--- src/rtl/port_drain_arbiter.sv ---
// Round-robin drain of four switch output ports into one backpressured byte stream,
// with a one-cycle length/overflow summary at the end of each packet.
//   state | meaning
//   IDLE  | search ports starting at rr for one presenting ready
//   READ  | drain the granted port while it stays ready
//   DONE  | report packet summary, advance rr past the grant
//   GAP   | idle spacing before the next search
module port_drain_arbiter #(
  parameter int MAX_LEN    = 64,
  parameter int GAP_CYCLES = 1
) (
  input  logic       clock,
  input  logic       reset,
  input  logic [7:0] data_0,
  input  logic [7:0] data_1,
  input  logic [7:0] data_2,
  input  logic [7:0] data_3,
  input  logic       ready_0,
  input  logic       ready_1,
  input  logic       ready_2,
  input  logic       ready_3,
  output logic       read_0,
  output logic       read_1,
  output logic       read_2,
  output logic       read_3,
  output logic [7:0] out_data,
  output logic [1:0] out_port,
  output logic       out_valid,
  input  logic       out_ready,
  output logic       pkt_done,
  output logic [7:0] pkt_len,
  output logic       pkt_err
);

  typedef enum logic [1:0] {IDLE, READ, DONE, GAP} state_t;

  localparam logic [8:0] MAX_LEN_W = 9'(MAX_LEN);
  localparam logic [2:0] GAP_W     = 3'(GAP_CYCLES);

  state_t          state, state_nxt;
  logic [1:0]      rr, grant, hit_port, cand;
  logic            hit, read_g, drop_g;
  logic [7:0]      len_cnt;
  logic [2:0]      gap_cnt;
  logic [3:0]      ready_v, read_v;
  logic [3:0][7:0] data_v;

  assign ready_v = {ready_3, ready_2, ready_1, ready_0};
  assign data_v  = {data_3, data_2, data_1, data_0};

  always_comb begin
    hit      = 1'b0;
    hit_port = rr;
    cand     = rr;
    for (int i = 0; i < 4; i++) begin
      cand = rr + 2'(i);
      if (!hit && ready_v[cand]) begin
        hit      = 1'b1;
        hit_port = cand;
      end
    end
  end

  // A held output byte blocks the next read until downstream takes it.
  assign read_g = (state == READ) && ready_v[grant] && (!out_valid || out_ready);
  assign drop_g = (state == READ) && !ready_v[grant];
  assign read_v = read_g ? (4'b0001 << grant) : 4'b0000;

  assign read_0 = read_v[0];
  assign read_1 = read_v[1];
  assign read_2 = read_v[2];
  assign read_3 = read_v[3];

  always_ff @(posedge clock or posedge reset) begin
    if (reset) state <= IDLE;
    else       state <= state_nxt;
  end

  always_comb begin
    state_nxt = state;
    case (state)
      IDLE: if (hit) state_nxt = READ;
      READ: if (drop_g) state_nxt = DONE;
      DONE: state_nxt = (GAP_CYCLES == 0) ? IDLE : GAP;
      GAP:  if (gap_cnt <= 3'd1) state_nxt = IDLE;
      default: state_nxt = IDLE;
    endcase
  end

  always_ff @(posedge clock or posedge reset) begin
    if (reset) begin
      grant     <= '0;
      rr        <= '0;
      len_cnt   <= '0;
      gap_cnt   <= '0;
      out_data  <= '0;
      out_port  <= '0;
      out_valid <= 1'b0;
      pkt_done  <= 1'b0;
      pkt_len   <= '0;
      pkt_err   <= 1'b0;
    end else begin
      pkt_done <= 1'b0;
      if (state == IDLE && hit) grant <= hit_port;

      if (read_g) begin
        out_data  <= data_v[grant];
        out_port  <= grant;
        out_valid <= 1'b1;
        if (len_cnt != 8'hff) len_cnt <= len_cnt + 8'd1;
      end else if (out_valid && out_ready) begin
        out_valid <= 1'b0;
      end

      // Summary registers load as the FSM enters DONE, so the pulse spans the DONE cycle.
      if (drop_g) begin
        pkt_done <= 1'b1;
        pkt_len  <= len_cnt;
        pkt_err  <= {1'b0, len_cnt} > MAX_LEN_W;
      end

      if (state == DONE) begin
        len_cnt <= '0;
        rr      <= grant + 2'd1;
        gap_cnt <= GAP_W;
      end else if (state == GAP) begin
        gap_cnt <= gap_cnt - 3'd1;
      end
    end
  end

endmodule

--- config.mk ---
export PLATFORM = sky130hd
export DESIGN_NAME = port_drain_arbiter
export DESIGN_NICKNAME = d
export VERILOG_FILES = /design/src/rtl/port_drain_arbiter.sv
export SDC_FILE = /design/constraint.sdc
export NUM_CORES = 1
export LEC_CHECK = 0
export ABC_AREA = 1
export BUFFER_PORTS_ARGS = -buffer_cell sky130_fd_sc_hd__buf_2
export CAP_MARGIN = 15
export CORE_MARGIN = 2
export CORE_UTILIZATION = 30
export CTS_CLUSTER_DIAMETER = 60
export DETAILED_ROUTE_END_ITERATION = 8
export HOLD_SLACK_MARGIN = 0.15
export PLACE_DENSITY_LB_ADDON = 0.2
export SYNTH_ARGS = -nofsm -noshare
export SYNTH_HDL_FRONTEND = slang
export SYNTH_SLANG_ARGS = --single-unit
--- constraint.sdc ---
create_clock -name clock -period 1.8 [get_ports clock]
set_input_delay 0 -clock clock [delete_from_list [all_inputs] [get_ports clock]]
set_output_delay 0 -clock clock [all_outputs]
set_load 0.005 [all_outputs]
==> qor.txt <==
Post-Place Setup Slack = 154 ps
Final net count = 458
Routed Antenna Nets = 0
Die ar. = 0.00850 mm2
Total GRT Usage = 14.2%
Worst Skew = 6.88 ps
DR vias/cell = 4.42
Initial antenna violation count = 0
PwrDens = 1560 mW/mm2
Part of the Yosys area used for sequential elements = 40.8%
Clk buf depth = 2
Final WS setup = 79.3 ps
Crit Path Max Fanout = 14
Routability cong. = 0.765
Initial Util = 30.5%
Starting DRT DRC Count = 63
Post-synth EDFFs = 0
Clk slew on worst S/H paths = 80 ps
Synth area leaders = dfrtp_1 (41%), nand2_1 (14%), o21ai_0 (7.1%)
Leak = 1.64 nW
I/O Pins = 64
Core area = 0.00765 mm2
Buffers on Ports = 63
Chip width = 92.2 um
Status = finished, final reports clean
FMAX = 581 MHz
Fillers = 795
Setup Total Neg Slack = 0 ps
CP required = 1800 ps
Largest delay contributor family on the critical path = buffers and inverters
Yosys warns = 0
CP endpoint kind = primary output
Slowest cell on crit path = dfrtp_1
Peak VDD IR = 0.433 mV
Final hold vios = 0
Critical-path cell list = buf_4 -> nand2_1 -> nand3_2 -> nand4_4 -> buf_4 -> nor2_1 -> buf_2
Final slew viol count = 0
Share of Yosys cell area claimed by the top area cell type = 40.8%
CP bufs+invs = 3
Crit share post-route = 95.6%
Number of post-CTS setup repair buffers = 0
Max Cap Viol = 0
Worst-margin pin slew = 507 ps
Yosys reg bits = 38
Final setup vio count = 0
Unique masters post-synth = 34
Clock Sinks = 38
Most common library cells after synthesis = nand2_1 (84), dfrtp_1 (38), nor2_1 (36), o21ai_0 (33), inv_1 (26)
CTS tree = yes
Die Ht = 92.2 um
DR pass1 iterations = 5
Top_reg_cell synth = dfrtp_1
Most numerous cell in the Yosys netlist = nand2_1
Rel. slew slack = 66.2%
Syn Inst Count = 311
Layout cell share with drive strength beyond 1 = 26.2%
Wire per inst = 11.3 um
Largest net degree at the start of global routing = 39
Synthesis-to-finish area growth = 36.9%
Vias in the first global route = 2134
Crit start category = register
Most used cell, CP = buf_4
First-pass GRT wire length = 9.71 mm
H-tree depth = 2
Arr. time, crit path = 1720 ps
Ys async rst share = 100%
Post-DP HPWL = 4.26 mm
Num CTS Buffers = 5
Avg Synthesized Cell Area = 7.50 um2
Area of the mapped netlist = 0.00233 mm2
Hold Crit Class = in2reg
Post-route DRC = 0
Final min period = 1720 ps
Row cnt = 32
Final WL = 5.77 mm
RSZ-0062 raised after global routing = yes
Clock latency on the worst-skew pair = 290 ps
Clk root buf = clkbuf_8
Vias = 2256
# diodes = 0
Gr ovfl total = 0
Mapped Nets = 362
WS Path Type = reg2out
Post-synth top area cell = dfrtp_1
Max incr delay on CP = 400 ps
## power breakdown
part / switching, mW / leakage [nW] / total, mW / internal [mW]
Sequential: 0.223 / 0.489 / 1.39 / 1.17
Clock: 0.323 / 0.0683 / 0.879 / 0.556
Combinational: 1.56 / 1.08 / 2.70 / 1.14
Total: 2.11 / 1.64 / 4.97 / 2.87
## layout by cell type (no fill, tap or decap)
master	count
a211oi_1	1
a21oi_1	7
a21oi_4	1
a31oi_1	3
buf_2	63
buf_4	13
bufinv_16	2
clkbuf_8	5
clkinv_1	1
clkinv_4	1
dfrtp_1	37
dfrtp_2	1
dlygate4sd3_1	24
ha_1	12
inv_1	26
inv_2	3
inv_6	1
nand2_1	84
nand2_2	8
nand2_4	2
nand3_1	20
nand3_2	1
nand3b_1	1
nand4_1	1
nand4_4	1
nor2_1	36
nor2_2	2
nor2_4	1
nor3_1	1
nor4_1	1
nor4_2	1
o21ai_0	31
o21ai_1	6
o21ai_2	1
o22ai_1	5
o311ai_0	1
o31ai_1	1
xor2_1	2
## what timing repair did
action	4_1_cts	5_1_grt
hold buffers	24	0
endpoints found under the setup margin	0	6
gates resized for setup	0	3
hold endpoints to repair	47	0
## state kept, by name, summed over array words and instances (netlist names)
signal,count
len_cnt,8
out_data,8
pkt_len,8
gap_cnt,3
grant,2
out_port,2
rr,2
state,2
out_valid,1
pkt_done,1
pkt_err,1
## through the flow
step	cell area, um2	cells	utilization (%)	hold WS, ps	total power [mW]
after floorplan	2330	311	-	192	3.20
after global placement	2820	478	36.8	155	3.91
after detailed placement	2820	478	36.8	154	3.94
after CTS	3190	510	41.8	216	5.03
after global routing	3190	510	41.8	270	5.49
final	3190	510	41.8	203	4.97
## layout make-up
cell class | count | area [um2] | area share (%)
clock buffer | 5 | 68.8 | 2.15
inverter | 31 | 121 | 3.80
multi-input combinational | 231 | 1200 | 37.6
timing repair buffer | 100 | 653 | 20.4
sequential | 38 | 952 | 29.8
tap | 102 | 128 | 4.00
clock inverter | 3 | 68.8 | 2.15
## tightest hold or removal path, cell delays in order
cell,delay [ps]
buf_2,100
nand2_1,60
nand3_2,100
nand3_1,120
nand2_1,80
## final timing paths
| kind | startpoint | cells after the start | slack (ps) | to |
|---|---|---|---|---|
| setup reg to reg | grant[0] | 7 | 100 | out_data[1] |
| setup / recovery | grant[0] | 7 | 80 | read_0 |
| min in group asynchronous | reset | 4 | 360 | pkt_len[3] |
| hold reg to reg | pkt_len[3] | 2 | 480 | pkt_len[3] |
| max in group asynchronous | reset | 4 | 1050 | rr[0] |
| hold / removal | ready_2 | 5 | 200 | out_valid |
## logic make-up (layout without fill, tap and decap cells)
family,count (synthesis),in the layout,synth area share [%]
flops,38,38,40.8
buf+inv,42,139,7.72
compound gates,57,57,13.7
simple gates,160,160,30.7
xor+xnor,2,2,0.751
fa+ha+maj,12,12,6.43
## metal layers
metal	share of wire [%]	track usage (%)
met1	50	19.1
met2	46	23.8
met3	3.3	2.63
met4	0.83	2.99
met5	0	0
Power figures use the tool's default switching activity.
